<file path="src/rtl/countdown_ctrl.sv">
// -----------------------------------------------------------------------------
// countdown_ctrl
//
// Countdown-timer controller. Owns a 1 s prescaler and a seconds register and
// sequences them through IDLE / RUN / PAUSE / ALARM from two debounced
// push-button levels. When the count reaches zero the alarm is raised for
// ALARM_SEC seconds.
//
// Parameters
//   FREQ       clk cycles per second (100_000_000 on the board)
//   MAX_SEC    largest loadable preset, in seconds
//   ALARM_SEC  alarm duration, in seconds
//
// Ports (W = $clog2(MAX_SEC+1))
//   clk        in   1  single clock, all logic on posedge
//   rst_n      in   1  synchronous reset, active-low
//   btn_start  in   1  start/stop button level, acts on its rising edge
//   btn_clear  in   1  clear button level, acts on its rising edge
//   set_valid  in   1  load set_value as preset (IDLE only)
//   set_value  in   W  preset in seconds (clamped to MAX_SEC)
//   remain     out  W  seconds remaining
//   running    out  1  high in RUN
//   alarm      out  1  high in ALARM
//   sec_pulse  out  1  one-cycle strobe per 1 s tick in RUN or ALARM
//
// Build option
//   AUTO_RELOAD_EN  when defined, ALARM expiry reloads the preset and returns
//                   to RUN (periodic timer) instead of going to IDLE.
// -----------------------------------------------------------------------------
module countdown_ctrl #(
  parameter  int FREQ      = 10,
  parameter  int MAX_SEC   = 59,
  parameter  int ALARM_SEC = 3,
  localparam int W         = $clog2(MAX_SEC + 1),
  localparam int P         = $clog2(FREQ + 1)
) (
  input  logic         clk,
  input  logic         rst_n,
  input  logic         btn_start,
  input  logic         btn_clear,
  input  logic         set_valid,
  input  logic [W-1:0] set_value,
  output logic [W-1:0] remain,
  output logic         running,
  output logic         alarm,
  output logic         sec_pulse
);

  localparam int A = $clog2(ALARM_SEC + 1);

  typedef enum logic [1:0] {
    ST_IDLE  = 2'd0,
    ST_RUN   = 2'd1,
    ST_PAUSE = 2'd2,
    ST_ALARM = 2'd3
  } state_t;

  // Registers
  state_t         state_r;
  logic [W-1:0]   remain_r;
  logic [W-1:0]   preset_r;
  logic [P-1:0]   presc_r;
  logic [A-1:0]   acnt_r;
  logic           start_sync_r;
  logic           start_prev_r;
  logic           clear_sync_r;
  logic           clear_prev_r;
  logic           running_r;
  logic           alarm_r;
  logic           sec_pulse_r;

  // Next-state values
  state_t         state_nxt_s;
  logic [W-1:0]   remain_nxt_s;
  logic [W-1:0]   preset_nxt_s;
  logic [P-1:0]   presc_nxt_s;
  logic [A-1:0]   acnt_nxt_s;
  logic           start_rise_s;
  logic           clear_rise_s;
  logic           tick_s;
  logic           counting_s;
  logic [W-1:0]   set_clamped_s;

  // Rising-edge detection on the synchronised button levels
  assign start_rise_s = start_sync_r & ~start_prev_r;
  assign clear_rise_s = clear_sync_r & ~clear_prev_r;

  // The prescaler only runs while counting down or sounding the alarm
  assign counting_s = (state_r == ST_RUN) || (state_r == ST_ALARM);
  assign tick_s     = counting_s && (presc_r == P'(FREQ - 1));

  assign set_clamped_s = (set_value > W'(MAX_SEC)) ? W'(MAX_SEC) : set_value;

  // Next-state logic: clear > tick-to-zero > start > plain tick decrement
  always_comb begin
    state_nxt_s  = state_r;
    remain_nxt_s = remain_r;
    preset_nxt_s = preset_r;
    presc_nxt_s  = presc_r;
    acnt_nxt_s   = acnt_r;

    if (counting_s) begin
      presc_nxt_s = tick_s ? {P{1'b0}} : (presc_r + P'(1));
    end else begin
      presc_nxt_s = presc_r;
    end

    case (state_r)
      ST_IDLE: begin
        if (set_valid) begin
          preset_nxt_s = set_clamped_s;
          remain_nxt_s = set_clamped_s;
        end else begin
          preset_nxt_s = preset_r;
        end
        // Start with a zero count is meaningless and is dropped
        if (start_rise_s && (remain_r != {W{1'b0}})) begin
          state_nxt_s = ST_RUN;
          presc_nxt_s = {P{1'b0}};
        end else begin
          state_nxt_s = ST_IDLE;
        end
      end

      ST_RUN: begin
        if (clear_rise_s) begin
          state_nxt_s  = ST_IDLE;
          remain_nxt_s = preset_r;
          presc_nxt_s  = {P{1'b0}};
        end else if (tick_s && (remain_r == W'(1))) begin
          state_nxt_s  = ST_ALARM;
          remain_nxt_s = {W{1'b0}};
          acnt_nxt_s   = {A{1'b0}};
        end else begin
          // A tick coinciding with a start press still takes its decrement
          if (tick_s && (remain_r != {W{1'b0}})) begin
            remain_nxt_s = remain_r - W'(1);
          end else begin
            remain_nxt_s = remain_r;
          end
          if (start_rise_s) begin
            state_nxt_s = ST_PAUSE;
          end else begin
            state_nxt_s = ST_RUN;
          end
        end
      end

      ST_PAUSE: begin
        if (clear_rise_s) begin
          state_nxt_s  = ST_IDLE;
          remain_nxt_s = preset_r;
          presc_nxt_s  = {P{1'b0}};
        end else if (start_rise_s) begin
          // Prescaler keeps its held phase so the partial second is not lost
          state_nxt_s = ST_RUN;
        end else begin
          state_nxt_s = ST_PAUSE;
        end
      end

      ST_ALARM: begin
        if (start_rise_s || clear_rise_s) begin
          state_nxt_s  = ST_IDLE;
          remain_nxt_s = preset_r;
          presc_nxt_s  = {P{1'b0}};
        end else if (tick_s) begin
          if (acnt_r == A'(ALARM_SEC - 1)) begin
            remain_nxt_s = preset_r;
            acnt_nxt_s   = {A{1'b0}};
`ifdef AUTO_RELOAD_EN
            state_nxt_s  = ST_RUN;
`else
            state_nxt_s  = ST_IDLE;
            presc_nxt_s  = {P{1'b0}};
`endif
          end else begin
            acnt_nxt_s = acnt_r + A'(1);
          end
        end else begin
          state_nxt_s = ST_ALARM;
        end
      end

      default: begin
        state_nxt_s  = ST_IDLE;
        remain_nxt_s = {W{1'b0}};
        preset_nxt_s = {W{1'b0}};
        presc_nxt_s  = {P{1'b0}};
        acnt_nxt_s   = {A{1'b0}};
      end
    endcase
  end

  // State, datapath, button synchronisers and registered outputs
  always_ff @(posedge clk) begin
    if (!rst_n) begin
      state_r      <= ST_IDLE;
      remain_r     <= {W{1'b0}};
      preset_r     <= {W{1'b0}};
      presc_r      <= {P{1'b0}};
      acnt_r       <= {A{1'b0}};
      start_sync_r <= 1'b0;
      start_prev_r <= 1'b0;
      clear_sync_r <= 1'b0;
      clear_prev_r <= 1'b0;
      running_r    <= 1'b0;
      alarm_r      <= 1'b0;
      sec_pulse_r  <= 1'b0;
    end else begin
      state_r      <= state_nxt_s;
      remain_r     <= remain_nxt_s;
      preset_r     <= preset_nxt_s;
      presc_r      <= presc_nxt_s;
      acnt_r       <= acnt_nxt_s;
      start_sync_r <= btn_start;
      start_prev_r <= start_sync_r;
      clear_sync_r <= btn_clear;
      clear_prev_r <= clear_sync_r;
      // Decoded from the next state so they change together with state_r
      running_r    <= (state_nxt_s == ST_RUN);
      alarm_r      <= (state_nxt_s == ST_ALARM);
      sec_pulse_r  <= tick_s;
    end
  end

  assign remain    = remain_r;
  assign running   = running_r;
  assign alarm     = alarm_r;
  assign sec_pulse = sec_pulse_r;

endmodule

</file>
<file path="config.mk">
export PLATFORM = sky130hd
export DESIGN_NAME = countdown_ctrl
export DESIGN_NICKNAME = d
export VERILOG_FILES = /design/src/rtl/countdown_ctrl.sv
export SDC_FILE = /design/constraint.sdc
export NUM_CORES = 1
export LEC_CHECK = 0
export CAP_MARGIN = 20
export CORE_MARGIN = 2
export CORE_UTILIZATION = 54
export CTS_CLUSTER_DIAMETER = 60
export DETAILED_ROUTE_END_ITERATION = 6
export PLACE_DENSITY = 0.78
export SYNTH_ARGS = -nofsm -noshare
export SYNTH_HDL_FRONTEND = slang
export SYNTH_SLANG_ARGS = --single-unit
</file>
<file path="constraint.sdc">
create_clock -name clk -period 2.1 [get_ports clk]
set_input_delay 0.42 -clock clk [delete_from_list [all_inputs] [get_ports clk]]
set_output_delay 0.42 -clock clk [all_outputs]
set_load 0.01 [all_outputs]
</file>
# Word-level counts from Yosys, hierarchy flattened
# Index checks and enable logic that the tools add are counted.
[op_classes] bitwise_logic=4 reduce_logical=13 n_addsub=3 mux=34 n_lt_le_gt_ge=1 n_eq_ne=17
[ops] cell="2-to-1 mux 6 bit" n=9
[ops] cell="2-to-1 mux 4 bit" n=7
[ops] cell="2-to-1 mux 2 bit" n=13
[ops] cell="case mux 6 bit (4 select lines)" n=1
[ops] cell="case mux 4 bit (3 select lines)" n=1
[ops] cell="!= test 2 bit (second input constant)" n=5
[ops] cell="AND reduction 5 bit" n=2
[ops] cell="== test 2 bit (second input constant)" n=4
[ops] cell="case mux 2 bit (4 select lines)" n=1
[ops] cell="== test 6 x 1 -> 1 bit (second input constant)" n=1
[ops] cell="greater-than comparator 6 bit (second input constant)" n=1
[ops] cell="nonzero test 6 bit" n=1
[ops] cell="subtractor 6 x 1 -> 6 bit (second input constant)" n=1
[ops] cell="adder 4 x 1 -> 4 bit (second input constant)" n=1
[ops] cell="== test 2 x 1 -> 1 bit (second input constant)" n=2
[ops] cell="== test 4 bit (second input constant)" n=1
[ops] cell="logical AND 1 bit" n=4
[ops] cell="!= test 4 x 2 -> 1 bit (second input constant)" n=1
[ops] cell="case mux 2 bit (2 select lines)" n=1
[ops] cell="!= test 3 x 1 -> 1 bit (second input constant)" n=1
[ops] cell="!= test 3 x 2 -> 1 bit (second input constant)" n=1
[ops] cell="adder 2 x 1 -> 2 bit (second input constant)" n=1
[ops] cell="AND 1 bit" n=2
[ops] cell="logical NOT 2 bit" n=1
[ops] cell="other kinds (7)" n=9
[word_totals] register_bits=27 word_cells=84 out_inout_bits=9

# Logic depth before layout (Yosys ltp)
[depth] ltp_word=9 mapped_depth=8 depth_no_buf=7

# Worst setup path after synthesis
# No wires, ideal clock.
[synth_timing] path_type="reg-to-reg" startpoint="register state_r[0]" endpoint="register acnt_r[0]" t_arrival_ps=1585 synth_period_minus_slack_ps=1702 setup_ps=117 path_stages_with_launch=8 setup_slack_ps=398 cell_sequence="dfxtp_1 -> ha_1 -> or2_1 -> buf_6 -> nand2_4 -> a2111oi_4 -> mux2i_1 -> nor2_1"
[synth_via] elab_chain_len=6 elab_cells_between_ends=12 cone_classes="eq/ne (6); mux (1); reduce/logical (5)"
[synth_lines] item="start: declaration" line="59" text="state_t state_r;"
[synth_lines] item="start signal: assignment" line="211" text="state_r <= state_nxt_s;"
[synth_lines] item="== test 2 x 1 -> 1 bit / == test 2 bit (equally long branches)" line="89, 108"
[synth_lines] item="logical OR 1 bit" line="89" text="assign counting_s = (state_r == ST_RUN) || (state_r == ST_ALARM);"
[synth_lines] item="logical AND 1 bit" line="90" text="assign tick_s = counting_s && (presc_r == P'(FREQ - 1));"
[synth_lines] item="logical AND 1 bit" line="130" text="end else if (tick_s && (remain_r == W'(1))) begin"
[synth_lines] item="!= test 2 x 1 -> 1 bit (no source line)"
[synth_lines] item="AND reduction 5 bit (no source line)"
[synth_lines] item="end signal: assignment" line="202" text="acnt_r <= {A{1'b0}};"
[synth_lines] item="end signal: assignment" line="215" text="acnt_r <= acnt_nxt_s;"
[synth_lines] item="end: declaration" line="63" text="logic [A-1:0] acnt_r;"
# Several ways; a longest one is shown, not always the timed one.
# A chain may end at the register's enable or synchronous reset.

# Worst setup path in the final report
[layout_timing] startpoint="register state_r[1]" endpoint="register remain_r[0], in the netlist remain[0]"
[layout_via] elab_chain_len=7 elab_cells_between_ends=17 cone_classes="eq/ne (8); mux (3); reduce/logical (6)"
[layout_lines] item="== test 2 x 1 -> 1 bit / == test 2 bit (equally long branches)" line="89, 108"
[layout_lines] item="logical OR 1 bit" line="89"
[layout_lines] item="logical AND 1 bit" line="90"
[layout_lines] item="logical AND 1 bit" line="130"
[layout_lines] item="2-to-1 mux 6 bit" line="130"
[layout_lines] item="2-to-1 mux 6 bit" line="126" text="if (clear_rise_s) begin"
[layout_lines] item="case mux 6 bit (4 select lines)" line="108" text="case (state_r)"
[layout_lines] item="end signal: assignment" line="199" text="remain_r <= {W{1'b0}};"
[layout_lines] item="end signal: assignment" line="212" text="remain_r <= remain_nxt_s;"
[layout_lines] item="end: declaration" line="60" text="logic [W-1:0] remain_r;"
# Several ways; a longest one is shown, not always the timed one.

==> metrics.md <==
| Metric | Value |
|---|---|
| Antenna cell count | `0` |
| Slowest cell on crit path | `dfxtp_1` |
| FF-to-FF setup slack | `0.16 ns` |
| Post-DP HPWL | `between 2000 and 2500 um` |
| Synth Flop Type | `dfxtp_1` |
| Clock root cell | `clkbuf_4` |
| Syn Nets | `about 190` |
| Worst clock skew | `0.00530 ns` |
| Initial Util | `0.557` |
| Crit path DAT | `2.23 ns` |
| Drt drc | `0` |
| Fin. max-slew vios | `0` |
| Buf/Inv on CP | `1` |
| Pleak | `0.681 nW` |
| Row count | `19` |
| Peak Freq | `514 MHz` |
| Core area | `0.00271 mm^2` |
| Area Overhead vs Synth | `16.0%` |
| CP delay by family, top | `simple AND/OR/NAND/NOR gates` |
| CTS tree | `built` |
| Synth Register Bits | `27` |
| Vias in the first global route | `1168` |
| WL/cell | `14.2 um` |
| Critical Path RT | `2.39 ns` |
| CTS max path bufs | `2` |
| Flop pwr share | `0.525` |
| Power share of the combinational group | `0.268` |
| Peak fanout along the critical path | `7` |
| Area of the multi-input gates | `907 um^2` |
| Detailed Route Iter0 Violations | `80` |
| Layout cell share with drive strength beyond 1 | `0.0838` |
| Sw power | `0.347 mW` |
| TritonCTS buffer count | `3` |
| Synth Cell Area | `0.00151 mm^2` |
| Final hold vios | `0` |
| Sequential area share after synthesis | `0.358` |
| Routed Antenna Nets | `0` |
| GP Congestion | `0.960` |
| Die ar. | `0.00324 mm^2` |
| Gr usage total | `0.207` |
| Finished Cell Area | `0.00175 mm^2` |
| Initial antenna violation count | `0` |
| Sw Share | `0.311` |
| Yosys warning count | `0` |
| Fin crit share | `0.926` |
| Vias | `1301` |
| Worst path max stage delay | `0.42 ns` |
| Pint | `0.768 mW` |
| Num ports | `20` |
| CTS clk-pin slew, worst paths | `~0.15 ns` |
| Reg2reg start | `state_r[1]$_SDFF_PN0_` |
| Start point of the worst hold path | `preset_r[2]$_SDFFE_PN0P_` |
| Largest net degree at the start of global routing | `20` |
| Async set-or-reset flop fraction in the synthesized netlist | `0` |
| Clk network pwr share | `0.207` |
| Max-cap viol count | `0` |
| CP Capture Type | `flip-flop` |
| Remaining global-route overflow | `0` |
| First-pass GRT wire length | `5310 um` |
| Crit path launch | `state_r[1]$_SDFF_PN0_` |
| Pre-CTS setup slack | `roughly 0.17 ns` |
| TritonCTS Sinks | `27` |
| Crit start category | `flip-flop` |
| Most frequent cell after synthesis | `dfxtp_1` |
| CP Cell Sequence | `inv_1, ha_1, or2_1, nand4_1, nand3_1, o311ai_1, a22o_1` |
| I/O Buffers | `19` |
| Largest area contributor in the netlist | `dfxtp_1` |
| Final WS setup | `0.155 ns` |
| Synth cell count leaders | `dfxtp_1, nand2_1, a21oi_1` |
| Clock Latency Late Sink | `0.33 ns` |
| Number of synthesized flops with an enable pin | `0` |
| Final net count | `212` |
| Cell Area, Placed | `0.00172 mm^2` |
| Syn_area_per_cell | `8.78 um^2` |
| Iteration count of the initial detailed-routing pass | `4` |
| Pwr/cell area | `between 600 and 700 mW/mm^2` |
| Top cells by area, synth | `dfxtp_1, ha_1, a21oi_1` |
| Post-layout util | `0.646` |
| Vias per cell | `5.86` |
| Status | `finished, final reports clean` |
| Maximum vdd drop | `0.559 mV` |
| RSZ-0062 raised after global routing | `no` |
| Max_slew headroom | `0.624` |
| Hold-fix buffers, CTS | `0` |
| FF+latch area | `~540 um^2` |
| HP Class | `flip-flop to flip-flop` |
| Htree depth | `1` |
| Post-CTS Repair Setup Buffers | `0` |
| Final setup fails | `0` |
| Slew @ Worst Pin | `between 0.5 and 0.6 ns` |
| Die Ht | `56.9 um` |
| Cell count after synthesis | `172` |
| Synth top area share | `0.358` |
| Fill cells | `248` |
| Setup_tns | `0 ns` |
| Final hold slack | `0.478 ns` |
| Distinct cell type count after synthesis | `46` |
| Period minus WS final | `~2 ns` |
| Die W | `around 57 um` |
| WS Path Type | `flip-flop to flip-flop` |
| Drt total wl | `between 3000 and 4000 um` |
-- kinds of logic (layout without fill, tap and decap cells) --
family | Yosys count | in the layout | synth area share
compound gates | 41 | 41 | 0.205
xor+xnor | 7 | 7 | 0.0406
fa+ha+maj | 9 | 9 | 0.0746
buf+inv | 15 | 34 | 0.0431
flops | 27 | 27 | 0.358
mux | 2 | 2 | 0.0133
simple gates | 71 | 71 | 0.266
-- timing repair --
action | CTS | global route
gates resized for setup | 0 | 1
hold endpoints to repair | 0 | 0
endpoints found under the setup margin | 0 | 1
-- placed cells by master (no fill, tap or decap), types with 2 or more instances in the layout --
master,instances
buf_4,2
dfxtp_1,27
nor2_1,11
nand3b_1,2
nand2b_1,7
nand4_1,3
a21oi_1,14
nand2_1,18
nor3_1,5
clkbuf_4,3
a31oi_1,3
o21ai_0,5
clkdlybuf4s50_1,19
a32o_1,4
ha_1,9
inv_1,9
and4_1,2
mux2i_1,2
nand3_1,3
nor3b_1,2
o21ai_1,2
xnor2_1,6
and2_1,8
-- final cells by class --
class,count,area share
multi-input combinational,130,0.518
sequential,27,0.309
timing repair buffer,21,0.117
tap,31,0.0221
inverter,9,0.0193
clock buffer,4,0.0150
-- flip-flops by register name, summed over array words and instances, names as in the netlist, 2 cells and up --
| name | count |
|---|---|
| acnt_r | 2 |
| presc_r | 4 |
| preset_r | 6 |
| remain | 6 |
| state_r | 2 |
-- power by group through the flow --
| stage | combinational, mW | sequential, mW | clock (mW) |
|---|---|---|---|
| after global routing | 0.330 | 0.591 | 0.253 |
| after CTS | 0.297 | 0.585 | 0.236 |
| after detailed placement | 0.295 | 0.597 | 0 |
| after floorplan | 0.198 | 0.597 | 0 |
| final | 0.299 | 0.585 | 0.231 |
| after global placement | 0.287 | 0.595 | 0 |
-- metrics by stage --
step                cells  total power [mW]
floorplan             172             0.795
global placement      218             0.882
detailed placement    218             0.891
CTS                   222              1.12
global route          222              1.17
finish                222              1.11
-- final timing paths --
check | cells past startpoint | end
setup / recovery | 7 | remain[0]$_SDFFE_PN0P_
setup reg to reg | 7 | remain[0]$_SDFFE_PN0P_
hold / removal | 2 | preset_r[2]$_SDFFE_PN0P_
hold reg to reg | 2 | preset_r[2]$_SDFFE_PN0P_
-- worst reg2reg max path, delay by kind of cell (launching register included) --
family | cells | cell delay, ns
AO/OA/AOI/OAI | 2 | 0.44
flip-flops | 1 | 0.42
AND/OR/NAND/NOR | 3 | 0.67
adder cells (fa/ha/maj) | 1 | 0.27
buffers and inverters | 1 | 0.10
-- per-layer routing --
metal / vias up / global-route usage / wire [um]
met4: 0 / 0.0731 / 41
li1: 644 / - / -
met2: 55 / 0.319 / 1430
met3: 5 / 0.0230 / 235
met5: - / 0 / 0
met1: 597 / 0.297 / 1440
No activity file was read; power rests on OpenSTA's default activity.
